===== src/rtl/core_bus_arbiter.sv =====
// Serialises the core's fetch (ibus) and data (dbus) request streams onto a single
// memory channel with one outstanding transaction and a bounded data-side priority.
module core_bus_arbiter #(
    parameter int ADDR_W       = 64,
    parameter int MAX_D_STREAK = 4
) (
    input  logic              clk,
    input  logic              reset,

    input  logic              i_valid,
    input  logic [ADDR_W-1:0] i_addr,
    output logic              i_data_ok,
    output logic [31:0]       i_data,

    input  logic              d_valid,
    input  logic [ADDR_W-1:0] d_addr,
    input  logic [2:0]        d_size,
    input  logic [7:0]        d_strobe,
    input  logic [63:0]       d_wdata,
    output logic              d_data_ok,
    output logic [63:0]       d_rdata,

    output logic              m_valid,
    output logic [ADDR_W-1:0] m_addr,
    output logic [2:0]        m_size,
    output logic [7:0]        m_strobe,
    output logic [63:0]       m_wdata,
    input  logic              m_addr_ok,
    input  logic              m_data_ok,
    input  logic [63:0]       m_rdata
);

    typedef enum logic [1:0] {
        ST_IDLE,
        ST_REQ,
        ST_WAIT
    } state_t;

    typedef enum logic [1:0] {
        OWN_NONE,
        OWN_I,
        OWN_D
    } owner_t;

    localparam logic [3:0] STREAK_LIMIT = 4'(MAX_D_STREAK);
    localparam logic [3:0] STREAK_SAT   = 4'd15;

    state_t            state;
    state_t            state_nxt;
    owner_t            owner;
    owner_t            owner_nxt;
    logic [3:0]        streak;
    logic [3:0]        streak_nxt;

    logic [ADDR_W-1:0] lat_addr;
    logic [2:0]        lat_size;
    logic [7:0]        lat_strobe;
    logic [63:0]       lat_wdata;

    logic              gnt_d;
    logic              gnt_i;
    logic              resp;

    // Arbitration, response detection and next-state logic
    always_comb begin
        gnt_d      = 1'b0;
        gnt_i      = 1'b0;
        resp       = 1'b0;
        state_nxt  = state;
        owner_nxt  = owner;
        streak_nxt = streak;

        unique case (state)
            ST_IDLE: begin
                gnt_d = d_valid && (!i_valid || (streak < STREAK_LIMIT));
                gnt_i = !gnt_d && i_valid;
                if (gnt_d) begin
                    state_nxt  = ST_REQ;
                    owner_nxt  = OWN_D;
                    if (i_valid) begin
                        streak_nxt = (streak == STREAK_SAT) ? STREAK_SAT : streak + 4'd1;
                    end else begin
                        streak_nxt = 4'd0;
                    end
                end else if (gnt_i) begin
                    state_nxt  = ST_REQ;
                    owner_nxt  = OWN_I;
                    streak_nxt = 4'd0;
                end
            end
            ST_REQ: begin
                // A response is only meaningful once the memory has taken the request.
                if (m_addr_ok) begin
                    if (m_data_ok) begin
                        resp      = 1'b1;
                        state_nxt = ST_IDLE;
                        owner_nxt = OWN_NONE;
                    end else begin
                        state_nxt = ST_WAIT;
                    end
                end
            end
            ST_WAIT: begin
                if (m_data_ok) begin
                    resp      = 1'b1;
                    state_nxt = ST_IDLE;
                    owner_nxt = OWN_NONE;
                end
            end
            default: begin
                state_nxt = ST_IDLE;
                owner_nxt = OWN_NONE;
            end
        endcase
    end

    always_ff @(posedge clk or negedge reset) begin
        if (!reset) begin
            state  <= ST_IDLE;
            owner  <= OWN_NONE;
            streak <= 4'd0;
        end else begin
            state  <= state_nxt;
            owner  <= owner_nxt;
            streak <= streak_nxt;
        end
    end

    // Request latch: captured on the grant edge, ignores requester payload afterwards
    always_ff @(posedge clk or negedge reset) begin
        if (!reset) begin
            lat_addr   <= '0;
            lat_size   <= 3'd0;
            lat_strobe <= 8'd0;
            lat_wdata  <= 64'd0;
        end else if (gnt_d) begin
            lat_addr   <= d_addr;
            lat_size   <= d_size;
            lat_strobe <= d_strobe;
            lat_wdata  <= d_wdata;
        end else if (gnt_i) begin
            lat_addr   <= i_addr;
            lat_size   <= 3'd2;
            lat_strobe <= 8'd0;
            lat_wdata  <= 64'd0;
        end
    end

    assign m_valid  = (state == ST_REQ);
    assign m_addr   = lat_addr;
    assign m_size   = lat_size;
    assign m_strobe = lat_strobe;
    assign m_wdata  = lat_wdata;

    // Response routing: only the owner sees its pulse, data is zero otherwise
    always_comb begin
        i_data_ok = resp && (owner == OWN_I);
        d_data_ok = resp && (owner == OWN_D);
        i_data    = 32'd0;
        d_rdata   = 64'd0;
        if (i_data_ok) begin
            i_data = lat_addr[2] ? m_rdata[63:32] : m_rdata[31:0];
        end
        if (d_data_ok) begin
            d_rdata = m_rdata;
        end
    end

endmodule


===== config.mk =====
export PLATFORM = sky130hd
export DESIGN_NAME = core_bus_arbiter
export DESIGN_NICKNAME = d
export VERILOG_FILES = /design/src/rtl/core_bus_arbiter.sv
export SDC_FILE = /design/constraint.sdc
export NUM_CORES = 1
export LEC_CHECK = 0
export CAP_MARGIN = 40
export CORE_AREA = 2 2 197 199
export DETAILED_ROUTE_END_ITERATION = 8
export DIE_AREA = 0 0 199 201
export HOLD_SLACK_MARGIN = 0.06
export PLACE_DENSITY = 0.53
export SETUP_SLACK_MARGIN = 0.05
export SLEW_MARGIN = 0
export SYNTH_ARGS = -nofsm -noshare
export SYNTH_HDL_FRONTEND = slang
export SYNTH_SLANG_ARGS = --single-unit

===== constraint.sdc =====
create_clock -name clk -period 4.8 [get_ports clk]
set_input_delay 1.44 -clock clk [delete_from_list [all_inputs] [get_ports clk]]
set_output_delay 1.44 -clock clk [all_outputs]
set_load 0.05 [all_outputs]

==> report_table.html, run 1 <==
<table>
<tr><th>Metric</th><th>Value</th></tr>
<tr><th colspan="2">Timing</th></tr>
<tr><td>Final setup violation count</td><td>0</td></tr>
<tr><td>Setup repair after global routing missed its margin</td><td>true</td></tr>
<tr><td>Transition at the pin with the smallest max-transition slack</td><td>0.658 ns</td></tr>
<tr><td>Slew HR</td><td>56.0%</td></tr>
<tr><td>Hold Violations, Final</td><td>0</td></tr>
<tr><td>Post-layout minimum cycle time</td><td>4.68 ns</td></tr>
<tr><td>Fmax</td><td>213 MHz</td></tr>
<tr><td>Layout Skew</td><td>0.0151 ns</td></tr>
<tr><td>Count of pins over their slew limit</td><td>0</td></tr>
<tr><td>Total negative setup slack</td><td>0 ns</td></tr>
<tr><td>Final cycle utilization of the critical path</td><td>97.6%</td></tr>
<tr><td>Final-layout worst hold slack</td><td>0.495 ns</td></tr>
<tr><th colspan="2">Synth</th></tr>
<tr><td>Number of flip-flops and latches in the synthesized netlist</td><td>147</td></tr>
<tr><td>Combinational family with the most area after synthesis</td><td>compound AO/OA/AOI/OAI gates</td></tr>
<tr><td>Number of warning messages in the yosys log</td><td>0</td></tr>
<tr><td>Adder and majority gate portion of the synthesized area</td><td>0.736%</td></tr>
<tr><td>Library cell with the highest instance count after synthesis</td><td>dfrtp_1</td></tr>
<tr><td>Post-synth design cell area</td><td>0.00680 mm^2</td></tr>
<tr><td>List of most frequent post-synthesis cells</td><td>dfrtp_1 (147), a22o_1 (74), nand2b_1 (66)</td></tr>
<tr><td>Gate count of the mapped netlist</td><td>570</td></tr>
<tr><td>Top cells by area, synth</td><td>dfrtp_1 (54%), o221a_2 (11%), a22o_1 (9.5%), nand2b_1 (6.1%), and2_1 (6.0%)</td></tr>
<tr><td>Net Count, Synth</td><td>847</td></tr>
<tr><td>Prevailing post-synth register cell</td><td>dfrtp_1</td></tr>
<tr><td>Simple-gate area share of the yosys netlist</td><td>15.1%</td></tr>
<tr><td>EDFF count, synth</td><td>0</td></tr>
<tr><td>Cell type with the largest total area after synthesis</td><td>dfrtp_1</td></tr>
<tr><td>Async set-or-reset flop fraction in the synthesized netlist</td><td>100%</td></tr>
<tr><td>Synth top area share</td><td>54.1%</td></tr>
<tr><td>Syn_area_per_cell</td><td>11.9 um^2</td></tr>
<tr><td>Portion of the post-synthesis area used by sequential elements</td><td>54.1%</td></tr>
<tr><td>Number of unique standard cell types used by synthesis</td><td>30</td></tr>
<tr><td>Synth Area in Compound Gates</td><td>21.3%</td></tr>
<tr><td>Mux share of post-synthesis cell area</td><td>5.04%</td></tr>
<tr><td>Synthesized-area fraction occupied by xor and xnor cells</td><td>0%</td></tr>
<tr><th colspan="2">Clocking</th></tr>
<tr><td>Clock sink total</td><td>147</td></tr>
<tr><td>TritonCTS clock tree</td><td>yes</td></tr>
<tr><td>Maximum level of the CTS H-tree</td><td>4</td></tr>
<tr><td>Post-CTS Setup Repair Bufs</td><td>0</td></tr>
<tr><td>CTS Buffer Depth</td><td>2</td></tr>
<tr><td>Root Driver</td><td>clkbuf_16</td></tr>
<tr><td>Clock transition at the register clock pins on the worst setup and hold paths after CTS</td><td>0.06 ns</td></tr>
<tr><td>Total clock buffers created by CTS</td><td>17</td></tr>
<tr><td>Clock network latency to the later pin of the worst-skew pair</td><td>0.43 ns</td></tr>
<tr><th colspan="2">Route</th></tr>
<tr><td>Total length of routed wires</td><td>29900 um</td></tr>
<tr><td>DRT iter0 DRCs</td><td>377</td></tr>
<tr><td>Detailed-router iteration count before antenna repair</td><td>4</td></tr>
<tr><td>Detailed-route wire length per cell</td><td>18.8 um</td></tr>
<tr><td>Number of vias per cell</td><td>4.19</td></tr>
<tr><td>Vias after detailed routing</td><td>6656</td></tr>
<tr><td>Antenna Nets Post-Route</td><td>0</td></tr>
<tr><td>Number of DRC violations after detailed routing</td><td>0</td></tr>
<tr><th colspan="2">Die</th></tr>
<tr><td>Width of the die</td><td>199 um</td></tr>
<tr><td>Die Outline Area</td><td>0.0400 mm^2</td></tr>
<tr><td>Number of top-level pins</td><td>511</td></tr>
<tr><td>Die height</td><td>201 um</td></tr>
<tr><td>Core Region</td><td>0.0381 mm^2</td></tr>
<tr><td>Initial Util</td><td>17.8%</td></tr>
<tr><td>Num rows</td><td>72</td></tr>
<tr><th colspan="2">Global route</th></tr>
<tr><td>Overall overflow remaining after global route</td><td>0</td></tr>
<tr><td>Initial antenna violation count</td><td>0</td></tr>
<tr><td>Total Routing Usage GR</td><td>14.6%</td></tr>
<tr><td>Maximum number of pins on one net before global-route repair</td><td>66</td></tr>
<tr><td>Vias in the first global route</td><td>7096</td></tr>
<tr><td>Global-route wire length before repair</td><td>44000 um</td></tr>
<tr><th colspan="2">Finish</th></tr>
<tr><td>Area used by multi-input combinational logic</td><td>0.00292 mm^2</td></tr>
<tr><td>Fill cell count</td><td>3750</td></tr>
<tr><td>Storage cell area</td><td>0.00368 mm^2</td></tr>
<tr><td>Final nets</td><td>1335</td></tr>
<tr><td>Share of layout cells above drive strength 1</td><td>20.1%</td></tr>
<tr><td>Area Growth Syn to Fin</td><td>108%</td></tr>
<tr><td>Ant diodes</td><td>0</td></tr>
<tr><th colspan="2">Setup path</th></tr>
<tr><td>Endpoint class of the critical path</td><td>output port</td></tr>
<tr><td>Data required time of the worst path</td><td>3.36 ns</td></tr>
<tr><td>Cell type of the slowest stage on the worst timing path</td><td>or4b_1</td></tr>
<tr><td>Top cell by count, worst path</td><td>buf_12</td></tr>
<tr><td>Peak per-stage delay on the critical path</td><td>0.57 ns</td></tr>
<tr><td>CP cell instances</td><td>clkdlybuf4s50_1, a21oi_1, or4b_1, buf_12, nor2_1, buf_12</td></tr>
<tr><td>Number of cells on the worst reg-to-reg path</td><td>5</td></tr>
<tr><td>Crit Path Max Fanout</td><td>33</td></tr>
<tr><td>Critical path launch point type</td><td>input pin</td></tr>
<tr><td>Setup CP Type</td><td>in -&gt; out</td></tr>
<tr><td>Worst path arrival time</td><td>3.24 ns</td></tr>
<tr><th colspan="2">Power</th></tr>
<tr><td>P_leak</td><td>5.78 nW</td></tr>
<tr><td>Cell area power density</td><td>608 mW/mm^2</td></tr>
<tr><td>Total chip power</td><td>8.59 mW</td></tr>
<tr><td>Max rail drop VDD</td><td>0.334 mV</td></tr>
<tr><th colspan="2">Run</th></tr>
<tr><td># Max-Cap Violations</td><td>0</td></tr>
<tr><th colspan="2">Status</th></tr>
<tr><td>Result of the run</td><td>finished, final reports clean</td></tr>
<tr><th colspan="2">Place</th></tr>
<tr><td>Final weighted congestion of routability-driven global placement</td><td>0.777</td></tr>
<tr><td>Detailed-placement wirelength estimate</td><td>22700 um</td></tr>
<tr><td>Total of buffers placed on input and output ports</td><td>510</td></tr>
<tr><th colspan="2">Hold path</th></tr>
<tr><td>Worst hold path depth</td><td>1</td></tr>
<tr><td>Path class of the lowest-slack min-delay path</td><td>reg -&gt; reg</td></tr>
</table>
## per-layer routing
metal | vias up | part of all wire (%) | wire length, um | global-route usage (%)
li1 | 3077 | - | - | -
met1 | 3229 | 39 | 11500 | 16.8
met2 | 323 | 51 | 15300 | 25.6
met3 | 27 | 7.7 | 2310 | 3.86
met4 | 0 | 2.5 | 754 | 5.60
met5 | - | 0 | 0 | 0
## critical path: cells and delay by family
kind,cells,cell delay [ns]
simple gates,2,0.80
buf+inv,3,0.88
compound gates,1,0.10
## path summary, 6_finish.rpt
kind,from,endpoint,slack (ns)
max in group asynchronous,reset,m_addr[19]$_DFFE_PN0P_,2.87
hold / removal,m_strobe[1]$_DFFE_PN0P_,m_strobe[1]$_DFFE_PN0P_,0.50
hold reg to reg,m_strobe[1]$_DFFE_PN0P_,m_strobe[1]$_DFFE_PN0P_,0.50
setup / recovery,m_addr_ok,i_data[21],0.12
setup reg to reg,state[1]$_DFFE_PN0P_,m_wdata[17]$_DFFE_PN0P_,2.68
min in group asynchronous,reset,m_wdata[29]$_DFFE_PN0P_,0.88
## kinds of logic (layout without fill, tap and decap cells)
logic type               Yosys count  after routing
AND/OR/NAND/NOR                  178            178
multiplexers                      34             34
AO/OA/AOI/OAI                    149            149
buffers and inverters             58            559
flip-flops                       147            147
adder cells (fa/ha/maj)            4              4
## what timing repair did
item / in CTS / in global routing
gates resized for setup: 0 / 1
hold buffers: 0 / 0
endpoints found under the setup margin: 0 / 25
## state kept, by name, indices dropped and copies added, names as in the netlist
register  flops
owner         2
streak        4
m_wdata      64
m_size        3
state         2
m_strobe      8
m_addr       64
## layout by cell type, fill, tap and decap left out, types with 4 or more instances in the layout
| master | instances |
|---|---|
| a22o_1 | 74 |
| and2_1 | 65 |
| ha_1 | 4 |
| nor2_1 | 31 |
| dfrtp_1 | 146 |
| inv_6 | 5 |
| clkbuf_16 | 17 |
| mux2i_1 | 32 |
| nand2b_1 | 66 |
| o221a_2 | 64 |
| clkdlybuf4s50_1 | 411 |
| nor2b_1 | 4 |
| inv_1 | 5 |
| buf_12 | 105 |
## per-stage QoR
| step | instance area (um^2) | utilization [%] | setup slack [ns] | cells |
|---|---|---|---|---|
| 2_1_floorplan | 6800 | - | 0.370 | 570 |
| 3_3_place_gp | 13500 | 35.5 | 0.173 | 1555 |
| 3_5_place_dp | 13600 | 35.6 | 0.114 | 1557 |
| 4_1_cts | 14100 | 37.1 | 0.110 | 1589 |
| 5_1_grt | 14100 | 37.1 | 0.0198 | 1589 |
| 6_report | 14100 | 37.1 | 0.116 | 1589 |
## where the power goes
group	internal (mW)	total, mW	switching (mW)
sequential	1.79	2.10	0.313
combinational	2.03	5.19	3.16
clock	0.686	1.31	0.621
total	4.50	8.59	4.09
## final cells by class
class / count / share of cell area, %
tap: 518 / 4.59
sequential: 147 / 26.0
inverter: 5 / 0.133
timing repair buffer: 522 / 44.6
multi-input combinational: 365 / 20.6
clock inverter: 14 / 0.947
clock buffer: 18 / 3.04
No activity file was read; power rests on OpenSTA's default activity.
==> run 2, diff against run 1 <==
--- a/config.mk
+++ b/config.mk
@@ -11,7 +11,6 @@
 export DIE_AREA = 0 0 199 201
 export HOLD_SLACK_MARGIN = 0.06
 export PLACE_DENSITY = 0.53
-export SETUP_SLACK_MARGIN = 0.05
 export SLEW_MARGIN = 0
 export SYNTH_ARGS = -nofsm -noshare
 export SYNTH_HDL_FRONTEND = slang
==> run 2 against run 1 <==
Effect of this change:
- sequential power about the same
- utilization is essentially flat
- cell area is essentially flat
- die area stayed put
- first-iteration DRC count is 0.80% higher
- critical endpoint unchanged
- largest power group unchanged
==> report_table.html, run 2 (synthesis results as in run 1) <==
<table>
<tr><th>Metric</th><th>Value</th></tr>
<tr><th colspan="2">Status</th></tr>
<tr><td>Result of the run</td><td>finished, final reports clean</td></tr>
<tr><th colspan="2">Route</th></tr>
<tr><td>Total length of routed wires</td><td>29900 um</td></tr>
<tr><td>Vias after detailed routing</td><td>6649</td></tr>
<tr><td>Number of vias per cell</td><td>4.18</td></tr>
<tr><td>Detailed-route wire length per cell</td><td>18.8 um</td></tr>
<tr><td>Detailed route wirelength on metal2</td><td>15300 um</td></tr>
<tr><td>DRT iter0 DRCs</td><td>380</td></tr>
<tr><td>Detailed-router iteration count before antenna repair</td><td>5</td></tr>
<tr><td>Antenna Nets Post-Route</td><td>0</td></tr>
<tr><td>Wire length the detailed router placed on met1</td><td>11500 um</td></tr>
<tr><td>Top metal layer carrying routed signals</td><td>met4</td></tr>
<tr><td>Number of DRC violations after detailed routing</td><td>0</td></tr>
<tr><td>WL met3</td><td>2270 um</td></tr>
<tr><th colspan="2">Die</th></tr>
<tr><td>Num rows</td><td>72</td></tr>
<tr><td>Die Outline Area</td><td>0.0400 mm^2</td></tr>
<tr><td>Die height</td><td>201 um</td></tr>
<tr><td>Width of the die</td><td>199 um</td></tr>
<tr><td>Number of top-level pins</td><td>511</td></tr>
<tr><td>Core Region</td><td>0.0381 mm^2</td></tr>
<tr><td>Initial Util</td><td>17.8%</td></tr>
<tr><th colspan="2">Timing</th></tr>
<tr><td>Fmax</td><td>214 MHz</td></tr>
<tr><td>Transition at the pin with the smallest max-transition slack</td><td>0.658 ns</td></tr>
<tr><td>Layout Skew</td><td>0.0153 ns</td></tr>
<tr><td>Count of pins over their slew limit</td><td>0</td></tr>
<tr><td>Total negative setup slack</td><td>0 ns</td></tr>
<tr><td>Post-layout minimum cycle time</td><td>4.68 ns</td></tr>
<tr><td>Final setup violation count</td><td>0</td></tr>
<tr><td>Setup repair after global routing missed its margin</td><td>false</td></tr>
<tr><td>Slew HR</td><td>56.0%</td></tr>
<tr><td>Hold Violations, Final</td><td>0</td></tr>
<tr><td>Final cycle utilization of the critical path</td><td>97.5%</td></tr>
<tr><th colspan="2">Global route</th></tr>
<tr><td>Global-route wire length before repair</td><td>44000 um</td></tr>
<tr><td>Maximum number of pins on one net before global-route repair</td><td>66</td></tr>
<tr><td>Initial antenna violation count</td><td>0</td></tr>
<tr><td>Vias in the first global route</td><td>7096</td></tr>
<tr><td>Overall overflow remaining after global route</td><td>0</td></tr>
<tr><td>Total Routing Usage GR</td><td>14.6%</td></tr>
<tr><th colspan="2">Setup path</th></tr>
<tr><td>Crit Path Max Fanout</td><td>33</td></tr>
<tr><td>Data required time of the worst path</td><td>3.36 ns</td></tr>
<tr><td>Endpoint class of the critical path</td><td>output port</td></tr>
<tr><td>Cell type of the slowest stage on the worst timing path</td><td>or4b_1</td></tr>
<tr><td>Top cell by count, worst path</td><td>buf_12</td></tr>
<tr><td>Peak per-stage delay on the critical path</td><td>0.57 ns</td></tr>
<tr><td>Critical path launch point type</td><td>input pin</td></tr>
<tr><td>CP cell instances</td><td>clkdlybuf4s50_1, a21oi_1, or4b_1, buf_12, nor2_1, buf_12</td></tr>
<tr><td>Setup CP Type</td><td>in -&gt; out</td></tr>
<tr><td>Worst path arrival time</td><td>3.24 ns</td></tr>
<tr><th colspan="2">Clocking</th></tr>
<tr><td>Post-CTS Hold Buffers</td><td>0</td></tr>
<tr><td>Clock network latency to the later pin of the worst-skew pair</td><td>0.43 ns</td></tr>
<tr><td>Post-CTS Setup Repair Bufs</td><td>0</td></tr>
<tr><td>Count of cells resized by post-cts repair</td><td>0</td></tr>
<tr><td>Clock sink total</td><td>147</td></tr>
<tr><td>Clock transition at the register clock pins on the worst setup and hold paths after CTS</td><td>0.06 ns</td></tr>
<tr><td>CTS Buffer Depth</td><td>2</td></tr>
<tr><td>Maximum level of the CTS H-tree</td><td>4</td></tr>
<tr><td>TritonCTS clock tree</td><td>yes</td></tr>
<tr><td>Total clock buffers created by CTS</td><td>17</td></tr>
<tr><td>Root Driver</td><td>clkbuf_16</td></tr>
<tr><th colspan="2">Place</th></tr>
<tr><td>Final weighted congestion of routability-driven global placement</td><td>0.777</td></tr>
<tr><td>Detailed-placement wirelength estimate</td><td>22700 um</td></tr>
<tr><td>Total of buffers placed on input and output ports</td><td>510</td></tr>
<tr><td>Placed cell count</td><td>1557</td></tr>
<tr><td>Area after DPL</td><td>0.0136 mm^2</td></tr>
<tr><th colspan="2">Power</th></tr>
<tr><td>Max rail drop VDD</td><td>0.334 mV</td></tr>
<tr><td>Total chip power</td><td>8.60 mW</td></tr>
<tr><td>P_leak</td><td>5.78 nW</td></tr>
<tr><td>Cell area power density</td><td>608 mW/mm^2</td></tr>
<tr><th colspan="2">Finish</th></tr>
<tr><td>Final Non-Filler Cells</td><td>1589</td></tr>
<tr><td>Final standard cell area without fillers</td><td>0.0141 mm^2</td></tr>
<tr><td>Most common cell after layout, fill and taps aside</td><td>clkdlybuf4s50_1</td></tr>
<tr><td>Highest-count cells in the layout ignoring fill and taps</td><td>clkdlybuf4s50_1 (411), dfrtp_1 (146), buf_12 (105)</td></tr>
<tr><td>Final nets</td><td>1335</td></tr>
<tr><td>Ant diodes</td><td>0</td></tr>
<tr><td>Share of layout cells above drive strength 1</td><td>20.0%</td></tr>
<tr><td>Area Growth Syn to Fin</td><td>108%</td></tr>
<tr><th colspan="2">Hold path</th></tr>
<tr><td>Path class of the lowest-slack min-delay path</td><td>reg -&gt; reg</td></tr>
<tr><th colspan="2">Run</th></tr>
<tr><td># Max-Cap Violations</td><td>0</td></tr>
</table>
==> run 2: changes by cell type in the layout (fill, tap and decap cells not counted) <==
cell	previous run	this run
nor2_1	31	32
nor2_2	1	0
==> run 2: layout make-up <==
class                      instances  area [um^2]
clock buffer                      18          429
clock inverter                    14          134
fill                            3750        24000
inverter                           5         18.8
multi-input combinational        365         2910
sequential                       147         3680
tap                              518          648
timing repair buffer             522         6300
==> run 2: critical path: cells and delay by family <==
kind            cells  cell delay [ns]
buf+inv             3             0.88
simple gates        2             0.80
compound gates      1             0.10
==> run 2: final timing paths <==
kind / startpoint / end / slack, ns / cells past startpoint
setup / recovery: m_addr_ok / i_data[21] / 0.12 / 6
hold / removal: m_strobe[1]$_DFFE_PN0P_ / m_strobe[1]$_DFFE_PN0P_ / 0.50 / 1
setup reg to reg: state[1]$_DFFE_PN0P_ / m_wdata[17]$_DFFE_PN0P_ / 2.68 / 5
hold reg to reg: m_strobe[1]$_DFFE_PN0P_ / m_strobe[1]$_DFFE_PN0P_ / 0.50 / 1
max in group asynchronous: reset / m_addr[19]$_DFFE_PN0P_ / 2.88 / 3
min in group asynchronous: reset / m_wdata[29]$_DFFE_PN0P_ / 0.88 / 1
==> run 2: per-layer routing <==
| layer | track usage [%] | vias up |
|---|---|---|
| met2 | 25.6 | 314 |
| li1 | - | 3078 |
| met5 | 0 | - |
| met1 | 16.8 | 3230 |
| met3 | 3.86 | 27 |
| met4 | 5.60 | 0 |
==> run 2: stage by stage <==
stage	setup WS, ns	hold WS, ns	util [%]
6_report	0.119	0.496	37.1
5_1_grt	0.0143	0.516	37.1
4_1_cts	0.110	0.503	37.1
3_5_place_dp	0.114	0.480	35.6
3_3_place_gp	0.173	0.478	35.5
2_1_floorplan	0.370	0.469	-
==> run 2: report_power, final <==
part           leakage, nW  switching [mW]  internal, mW
clock                0.267           0.620         0.686
sequential            1.76           0.313          1.79
combinational         3.75            3.16          2.03
total                 5.78            4.09          4.50
==> run 3, diff against run 2 <==
--- a/config.mk
+++ b/config.mk
@@ -5,6 +5,8 @@
 export SDC_FILE = /design/constraint.sdc
 export NUM_CORES = 1
 export LEC_CHECK = 0
+export ABC_AREA = 0
+export ABC_CLOCK_PERIOD_IN_PS = 4800
 export CAP_MARGIN = 40
 export CORE_AREA = 2 2 197 199
 export DETAILED_ROUTE_END_ITERATION = 8
==> results of run 3 <==
The final DEF is identical to that of run 2; final timing and power are the same.
